### src/rtl/mem_port_arbiter_if.sv
// Bus bundle between the pipeline requesters, the shared RAM and the arbiter.
// The slave modport is the arbiter's view; master is the pipeline/RAM side.
interface mem_port_arbiter_if #(
  parameter int unsigned ADDR_WIDTH = 32,
  parameter int unsigned DATA_WIDTH = 32
);
  logic                  IfReq;
  logic [ADDR_WIDTH-1:0] IfAddress;
  logic [DATA_WIDTH-1:0] IfData;
  logic                  IfValid;
  logic                  MemReq;
  logic                  MemWrite;
  logic [ADDR_WIDTH-1:0] MemAddress;
  logic [DATA_WIDTH-1:0] MemWriteData;
  logic [DATA_WIDTH-1:0] MemReadData;
  logic                  MemValid;
  logic                  StallIF;
  logic                  StallMEM;
  logic                  RamEn;
  logic                  RamWe;
  logic [ADDR_WIDTH-1:0] RamAddr;
  logic [DATA_WIDTH-1:0] RamWdata;
  logic [DATA_WIDTH-1:0] RamRdata;

  modport slave (
    input  IfReq, IfAddress, MemReq, MemWrite, MemAddress, MemWriteData, RamRdata,
    output IfData, IfValid, MemReadData, MemValid, StallIF, StallMEM,
           RamEn, RamWe, RamAddr, RamWdata
  );

  modport master (
    output IfReq, IfAddress, MemReq, MemWrite, MemAddress, MemWriteData, RamRdata,
    input  IfData, IfValid, MemReadData, MemValid, StallIF, StallMEM,
           RamEn, RamWe, RamAddr, RamWdata
  );
endinterface

### src/rtl/mem_port_arbiter.sv
// Round-robin arbiter sharing one single-ported RAM between instruction fetch
// and the memory stage, with fixed multi-cycle access latency and stall outputs.
module mem_port_arbiter #(
  parameter int unsigned MEM_LATENCY = 2,
  parameter int unsigned ADDR_WIDTH  = 32,
  parameter int unsigned DATA_WIDTH  = 32
) (
  input logic               Clk,
  input logic               Rst,
  mem_port_arbiter_if.slave bus
);
  localparam int unsigned CNT_W = $clog2(MEM_LATENCY) + 1;

  localparam logic [1:0] ST_IDLE   = 2'd0;
  localparam logic [1:0] ST_ACCESS = 2'd1;
  localparam logic [1:0] ST_RESP   = 2'd2;

  localparam logic OWN_IF  = 1'b0;
  localparam logic OWN_MEM = 1'b1;

  logic [1:0]            state;
  logic [1:0]            state_nxt;
  logic                  owner;
  logic                  last_grant;
  logic [CNT_W-1:0]      cnt;

  logic                  grant;
  logic                  grant_owner;
  logic                  grant_we;
  logic [ADDR_WIDTH-1:0] grant_addr;
  logic [DATA_WIDTH-1:0] grant_wdata;

  logic [DATA_WIDTH-1:0] if_data;
  logic                  if_valid;
  logic [DATA_WIDTH-1:0] mem_rdata;
  logic                  mem_valid;
  logic                  ram_en;
  logic                  ram_we;
  logic [ADDR_WIDTH-1:0] ram_addr;
  logic [DATA_WIDTH-1:0] ram_wdata;

  // State register
  always_ff @(posedge Clk) begin
    if (Rst) state <= ST_IDLE;
    else     state <= state_nxt;
  end

  // Next state and grant decision; in RESP the finishing owner is ignored
  always_comb begin
    state_nxt   = state;
    grant       = 1'b0;
    grant_owner = OWN_IF;
    unique case (state)
      ST_IDLE: begin
        if (bus.IfReq && bus.MemReq) begin
          grant       = 1'b1;
          grant_owner = ~last_grant;
        end else if (bus.IfReq || bus.MemReq) begin
          grant       = 1'b1;
          grant_owner = bus.MemReq ? OWN_MEM : OWN_IF;
        end
      end
      ST_ACCESS: begin
        if (cnt == '0) state_nxt = ST_RESP;
      end
      ST_RESP: begin
        state_nxt = ST_IDLE;
        if (owner == OWN_IF && bus.MemReq) begin
          grant       = 1'b1;
          grant_owner = OWN_MEM;
        end else if (owner == OWN_MEM && bus.IfReq) begin
          grant       = 1'b1;
          grant_owner = OWN_IF;
        end
      end
      default: state_nxt = ST_IDLE;
    endcase
    if (grant) state_nxt = ST_ACCESS;
  end

  // Request fields of the winner; requesters hold these stable until Valid
  always_comb begin
    grant_we    = 1'b0;
    grant_addr  = bus.IfAddress;
    grant_wdata = '0;
    if (grant_owner == OWN_MEM) begin
      grant_we    = bus.MemWrite;
      grant_addr  = bus.MemAddress;
      grant_wdata = bus.MemWriteData;
    end
  end

  // Datapath: RAM drive held for the whole access, result capture on its last cycle
  always_ff @(posedge Clk) begin
    if (Rst) begin
      owner      <= OWN_IF;
      last_grant <= OWN_IF;
      cnt        <= '0;
      if_data    <= '0;
      if_valid   <= 1'b0;
      mem_rdata  <= '0;
      mem_valid  <= 1'b0;
      ram_en     <= 1'b0;
      ram_we     <= 1'b0;
      ram_addr   <= '0;
      ram_wdata  <= '0;
    end else begin
      if_valid  <= 1'b0;
      mem_valid <= 1'b0;
      if (grant) begin
        owner      <= grant_owner;
        last_grant <= grant_owner;
        cnt        <= CNT_W'(MEM_LATENCY - 1);
        ram_en     <= 1'b1;
        ram_we     <= grant_we;
        ram_addr   <= grant_addr;
        ram_wdata  <= grant_wdata;
      end else if (state == ST_ACCESS) begin
        if (cnt == '0) begin
          ram_en    <= 1'b0;
          ram_we    <= 1'b0;
          ram_addr  <= '0;
          ram_wdata <= '0;
          if (owner == OWN_IF) begin
            if_data  <= bus.RamRdata;
            if_valid <= 1'b1;
          end else begin
            mem_valid <= 1'b1;
            if (!ram_we) mem_rdata <= bus.RamRdata;
          end
        end else begin
          cnt <= cnt - CNT_W'(1);
        end
      end
    end
  end

  assign bus.IfData      = if_data;
  assign bus.IfValid     = if_valid;
  assign bus.MemReadData = mem_rdata;
  assign bus.MemValid    = mem_valid;
  assign bus.RamEn       = ram_en;
  assign bus.RamWe       = ram_we;
  assign bus.RamAddr     = ram_addr;
  assign bus.RamWdata    = ram_wdata;
  assign bus.StallIF     = bus.IfReq & ~if_valid;
  assign bus.StallMEM    = bus.MemReq & ~mem_valid;
endmodule

### src/flat_wrapper.sv
// flat-port wrapper written by rule: the top's interface ports become plain ports
module mem_port_arbiter_flat 
#(
  parameter int unsigned MEM_LATENCY = 2,
  parameter int unsigned ADDR_WIDTH  = 32,
  parameter int unsigned DATA_WIDTH  = 32
)
  (Clk, Rst, bus_IfReq, bus_IfAddress, bus_MemReq, bus_MemWrite, bus_MemAddress, bus_MemWriteData, bus_RamRdata, bus_IfData, bus_IfValid, bus_MemReadData, bus_MemValid, bus_StallIF, bus_StallMEM, bus_RamEn, bus_RamWe, bus_RamAddr, bus_RamWdata);
  mem_port_arbiter_if #(.ADDR_WIDTH(ADDR_WIDTH), .DATA_WIDTH(DATA_WIDTH)) bus_i ();
  input logic Clk;
  input logic Rst;
  input wire logic [$bits(bus_i.IfReq)-1:0] bus_IfReq;
  input wire logic [$bits(bus_i.IfAddress)-1:0] bus_IfAddress;
  input wire logic [$bits(bus_i.MemReq)-1:0] bus_MemReq;
  input wire logic [$bits(bus_i.MemWrite)-1:0] bus_MemWrite;
  input wire logic [$bits(bus_i.MemAddress)-1:0] bus_MemAddress;
  input wire logic [$bits(bus_i.MemWriteData)-1:0] bus_MemWriteData;
  input wire logic [$bits(bus_i.RamRdata)-1:0] bus_RamRdata;
  output wire logic [$bits(bus_i.IfData)-1:0] bus_IfData;
  output wire logic [$bits(bus_i.IfValid)-1:0] bus_IfValid;
  output wire logic [$bits(bus_i.MemReadData)-1:0] bus_MemReadData;
  output wire logic [$bits(bus_i.MemValid)-1:0] bus_MemValid;
  output wire logic [$bits(bus_i.StallIF)-1:0] bus_StallIF;
  output wire logic [$bits(bus_i.StallMEM)-1:0] bus_StallMEM;
  output wire logic [$bits(bus_i.RamEn)-1:0] bus_RamEn;
  output wire logic [$bits(bus_i.RamWe)-1:0] bus_RamWe;
  output wire logic [$bits(bus_i.RamAddr)-1:0] bus_RamAddr;
  output wire logic [$bits(bus_i.RamWdata)-1:0] bus_RamWdata;
  assign bus_i.IfReq = bus_IfReq;
  assign bus_i.IfAddress = bus_IfAddress;
  assign bus_i.MemReq = bus_MemReq;
  assign bus_i.MemWrite = bus_MemWrite;
  assign bus_i.MemAddress = bus_MemAddress;
  assign bus_i.MemWriteData = bus_MemWriteData;
  assign bus_i.RamRdata = bus_RamRdata;
  assign bus_IfData = bus_i.IfData;
  assign bus_IfValid = bus_i.IfValid;
  assign bus_MemReadData = bus_i.MemReadData;
  assign bus_MemValid = bus_i.MemValid;
  assign bus_StallIF = bus_i.StallIF;
  assign bus_StallMEM = bus_i.StallMEM;
  assign bus_RamEn = bus_i.RamEn;
  assign bus_RamWe = bus_i.RamWe;
  assign bus_RamAddr = bus_i.RamAddr;
  assign bus_RamWdata = bus_i.RamWdata;
  mem_port_arbiter #(.MEM_LATENCY(MEM_LATENCY), .ADDR_WIDTH(ADDR_WIDTH), .DATA_WIDTH(DATA_WIDTH)) u_core (.Clk(Clk), .Rst(Rst), .bus(bus_i));
endmodule
### config.mk
export PLATFORM = sky130hd
export DESIGN_NAME = mem_port_arbiter_flat
export DESIGN_NICKNAME = d
export VERILOG_FILES = /design/src/rtl/mem_port_arbiter_if.sv /design/src/rtl/mem_port_arbiter.sv /design/src/flat_wrapper.sv
export SDC_FILE = /design/constraint.sdc
export NUM_CORES = 1
export LEC_CHECK = 0
export ABC_AREA = 1
export BUFFER_PORTS_ARGS = -buffer_cell sky130_fd_sc_hd__buf_2
export CAP_MARGIN = 20
export CORE_UTILIZATION = 52
export CTS_BUF_LIST = sky130_fd_sc_hd__clkbuf_4 sky130_fd_sc_hd__clkbuf_8
export CTS_CLUSTER_SIZE = 14
export DETAILED_ROUTE_END_ITERATION = 8
export GPL_ROUTABILITY_DRIVEN = 0
export PLACE_DENSITY_LB_ADDON = 0.15
export SLEW_MARGIN = 10
export SYNTH_ARGS = -nofsm -noshare
export SYNTH_HDL_FRONTEND = slang
export SYNTH_SLANG_ARGS = --single-unit
### constraint.sdc
create_clock -name Clk -period 2.15 [get_ports Clk]
set_input_delay 0.1075 -clock Clk [delete_from_list [all_inputs] [get_ports Clk]]
set_output_delay 0.1075 -clock Clk [all_outputs]
set_load 0.005 [all_outputs]
# Word level (Yosys, flattened, before mapping)

Cells that the tools add are included.

Bits in registers: 137
Input bits: 133
Output and inout port bits: 134
Word-level logic and storage cells: 76

Add/subtract/negate cells: 1
Eq/ne operators: 6
Mux-type cells: 29
Bitwise logic cells: 10
Reduce and logical (&&, ||, !) cells: 17

Operators by type and width:

| operator                                                              | count |
|---|---|
| 32-bit two-way mux                                                    | 6 |
| 1-bit two-way mux                                                     | 19 |
| 2-bit AND reduction                                                   | 5 |
| 1-bit NOT                                                             | 8 |
| 2-bit by 1-bit != test with 1-bit output, second input constant       | 3 |
| 5-bit AND reduction                                                   | 1 |
| 2-bit logical NOT                                                     | 2 |
| 1-bit one-hot mux with 2 select lines                                 | 2 |
| 2-bit one-hot mux with 2 select lines                                 | 1 |
| 4-bit AND reduction                                                   | 1 |
| 2-bit nonzero test                                                    | 2 |
| 4-bit OR reduction                                                    | 1 |
| 1-bit logical AND                                                     | 3 |
| 3-bit by 1-bit != test with 1-bit output, second input constant       | 1 |
| 1-bit bitwise AND                                                     | 2 |
| 2-bit by 1-bit equality test with 1-bit output, second input constant | 1 |
| 2-bit equality test, second input constant                            | 1 |
| 2-bit two-way mux                                                     | 1 |
| 2-bit OR reduction                                                    | 1 |
| 2-bit by 1-bit subtractor with 2-bit output, second input constant    | 1 |
| 1-bit logical OR                                                      | 1 |

# Longest topological paths before layout

Depth after elaboration: 6
Gate-level depth with buffers: 9

# Worst setup path before layout

OpenSTA, ideal clock, no wires.

Path type: register to register
From: reg u_core.cnt[0]
To: reg u_core.ram_wdata[10], in the netlist u_core.bus.RamWdata[10]
Arrival: 1.302 ns
Required time: 2.080 ns
Slack: 0.777 ns
Cell stages (with the launch flop): 8
Path buffers: 2
Path through: dfxtp_1 > inv_1 > ha_1 > nand3_4 > buf_2 > buf_2 > nand4_1 > a21oi_1

Cells in the longest elaborated chain, start to end: 3

RTL lines:

| element                       | RTL line                | text |
|---|---|---|
| from (decl)                   | mem_port_arbiter.sv:25  | `logic [CNT_W-1:0] cnt;` |
| from (signal assigned)        | mem_port_arbiter.sv:113 | `cnt <= CNT_W'(MEM_LATENCY - 1);` |
| from (signal assigned)        | mem_port_arbiter.sv:132 | `cnt <= cnt - CNT_W'(1);` |
| 2-bit logical NOT             | mem_port_arbiter.sv:119 | `if (cnt == '0) begin` |
| 2-bit nonzero test (no line)  | -                       |  |
| 2-bit AND reduction (no line) | -                       |  |
| to (signal assigned)          | mem_port_arbiter.sv:117 | `ram_wdata <= grant_wdata;` |
| to (decl)                     | mem_port_arbiter.sv:40  | `logic [DATA_WIDTH-1:0] ram_wdata;` |

No other way between the ends.
A chain may end at the register's enable or synchronous reset.

# Final worst setup path

From: reg u_core.owner
To: reg u_core.ram_wdata[13], in the netlist u_core.bus.RamWdata[13]

Cells in the longest elaborated chain, start to end: 6

RTL lines:

| element                                                             | RTL line                                       | text |
|---|---|---|
| from (decl)                                                         | mem_port_arbiter.sv:23                         | `logic owner;` |
| from (signal assigned)                                              | mem_port_arbiter.sv:111                        | `owner <= grant_owner;` |
| 1-bit logical AND or 1-bit NOT (tied branches)                      | -                                              |  |
| 1-bit two-way mux or 1-bit logical AND (tied branches)              | mem_port_arbiter.sv:71, mem_port_arbiter.sv:68 |  |
| 1-bit two-way mux                                                   | mem_port_arbiter.sv:68                         | `if (owner == OWN_IF && bus.MemReq) begin` |
| 1-bit one-hot mux with 2 select lines                               | mem_port_arbiter.sv:53                         | `unique case (state)` |
| 2-bit nonzero test (no line) or 32-bit two-way mux (tied branches)  | -                                              |  |
| 2-bit AND reduction (no line) or 32-bit two-way mux (tied branches) | -                                              |  |

Parallel ways exist; a longest one is shown, timed or not.

==> results.cfg <==
[status]
status = finished clean

[clocking]
cts.sinks = 137
cts_setup_buffers = 0
h-tree-depth = 4
clockRootBuffer = clkbuf_8
clkTransAtPathRegs_ns = 0.09
clock_latency_ns = 0.43
clock_path_buffers = 2
numCtsBuffers = 17
tritoncts = done

[synthesis]
synth-seq-cells = 137
syn_inst = 768
ys_types = 21
synth_top_area_cell = dfxtp_1
yosys_warnings = 0
post_synth.cell_area_avg_um2 = 7.45
syn-cell-area_um2 = 5720
synthFlopType = dfxtp_1
async_flop_share = 0
synthesis.nets = 902
synth-seq-area-share = 0.479
synth_edf_count = 0
synth_area_leaders = dfxtp_1 48%, nand4_1 11%, a21oi_1 8.8%, nand2_1 7.1%, nand3_1 5.6%
synth_top_area_frac = 0.479

[timing]
fin_skew_ns = 0.0187
fmax_mhz = 548
fin_setup_tns_ns = 0
finalHoldViolCount = 0
fin_crit_sh = 0.849
relSlewSlack = 0.317
drv_slew = 0
rsz0062_at_grt = no
setup_viol = 0
worst_pin_slew_ns = 1.02
finalCriticalPeriod_ns = 1.83

[cells_and_area]
drive_gt1_frac = 0.304
synthToLayoutAreaGrowth_pct = 42.0
fill_cells = 793
fin_area_um2 = 8130
nets = 1201
final_cell_mix = 265 x buf_2, 137 x dfxtp_1, 108 x nand2_1
final_common_cell = buf_2

[worst_setup_path]
worst_path_max_delay_cell = inv_2
endpoint_kind = flop
critPathMaxFanout = 33
path_cells = nand2_1 -> nand3_2 -> inv_2 -> nand2_1 -> a21oi_1
reg2reg_slack_ns = 0.32
cpMostUsedCell = nand2_1
path_class = flop to flop
startpoint_type = flop
cp_data_required_time_ns = 2.49
max_stage_delay_ns = 0.54
arrival_ns = 2.17

[routing]
final_antenna_net_count = 0
via_per_inst = 5.37
wl_mm = 18.1
first_iter_violations = 596
drt_pass1_iterations = 6
route.detailed.drc = 0
num_vias = 6531
wl_per_cell_um = 14.9

[grt]
antenna_found_initial = 1
grt_usage = 0.314
grt_pass1_vias = 6081
globalRoute.totalOverflow = 0
grt_max_degree = 101
grt_pass1_wl_mm = 28.6

[floorplanning]
die-area_um2 = 11400
die_h_um = 107
io_pins = 267
start_util = 0.545
coreArea_um2 = 10500
die_w_um = 107
num_rows = 37

[power]
cellPowerDensity_nw_per_um2 = 746
p_leak_nw = 4.03
peakVddDrop_mv = 0.515

[placed_design]
dpl_cell_area_um2 = 7080
io_buffers = 266
hpwl_mm = 11.2

[job]
max_cap_violations = 0

[min_path]
hold_class = input pin to flop
## stage by stage
step	hold WS, ns	util	std cells	total power, W	setup WS [ns]
6_report	0.0125	0.774	1217	0.00607	0.325
5_1_grt	0.0118	0.774	1217	0.00634	0.125
4_1_cts	0.00230	0.773	1216	0.00607	0.381
3_5_place_dp	0.354	0.674	1119	0.00394	0.404
3_3_place_gp	0.348	0.674	1119	0.00392	0.452
2_1_floorplan	0.242	-	768	0.00348	0.777
## cell type report
type                    count  area, um^2  share of cell area
clock inverters            13         136              0.0168
flip-flops and latches    137        2740               0.337
well taps                 136         170              0.0209
clock buffers              19         255              0.0314
inverters                  77         289              0.0356
multi-input cells         485        2380               0.292
repair buffers            349        2160               0.265
diodes                      1        2.50            0.000308
## metal layers
layer,vias up,global-route usage,wire length (um)
met4,0,0.169,658
met2,333,0.522,8860
met5,-,0,0
met3,62,0.0784,1510
li1,3196,-,-
met1,2940,0.371,7120
## kinds of logic (layout without fill, tap and decap cells)
| family | count (synthesis) | after routing | synth area share |
|---|---|---|---|
| compound gates | 134 | 134 | 0.117 |
| fa+ha+maj | 1 | 1 | 0.00219 |
| buf+inv | 146 | 458 | 0.106 |
| flops | 137 | 137 | 0.479 |
| other cells | 0 | 1 | 0 |
| simple gates | 350 | 350 | 0.295 |
## registers in the layout (all words and copies together) (netlist names)
register,cells
u_core.bus.MemValid,1
u_core.bus.RamWe,1
u_core.cnt,2
u_core.bus.IfValid,1
u_core.bus.RamWdata,32
u_core.bus.RamAddr,32
u_core.bus.MemReadData,32
u_core.bus.IfData,32
u_core.bus.RamEn,1
u_core.state,2
u_core.owner,1
## Yosys cell counts, types with 3 or more instances
| master | count |
|---|---|
| o21ai_1 | 31 |
| buf_2 | 27 |
| buf_1 | 4 |
| dfxtp_1 | 137 |
| inv_1 | 74 |
| a21oi_1 | 101 |
| nand3_1 | 64 |
| nand2_1 | 109 |
| nand4_1 | 97 |
| clkbuf_1 | 31 |
| buf_4 | 7 |
| nor2_4 | 3 |
| nor2_1 | 70 |
| nand2_2 | 3 |
| inv_2 | 3 |
## where the power goes
group / leakage [nW] / switching (W) / internal [W]
logic: 2.71 / 0.000665 / 0.000503
clock network: 0.191 / 0.00108 / 0.000993
registers: 1.12 / 0.000104 / 0.00272
total: 4.03 / 0.00185 / 0.00422
## worst max-delay path, delay by kind of cell (launching register included)
family	cells	cell delay [ns]
AO/OA/AOI/OAI	1	0.21
AND/OR/NAND/NOR	3	0.64
buffers and inverters	1	0.54
flip-flops	1	0.35
## worst paths after layout
kind                                  start                         to  cells past startpoint
setup / recovery               u_core.owner    u_core.bus.RamWdata[13]                      5
hold / removal             bus_IfAddress[1]      u_core.bus.RamAddr[1]                      5
setup reg to reg               u_core.owner    u_core.bus.RamWdata[13]                      5
hold reg to reg   u_core.bus.MemReadData[0]  u_core.bus.MemReadData[0]                      2
## repair_timing
item / 4_1_cts / 5_1_grt
hold endpoints to repair: 97 / 0
hold buffers: 65 / 0
gates resized for setup: 0 / 0
No activity file was read; power rests on OpenSTA's default activity.
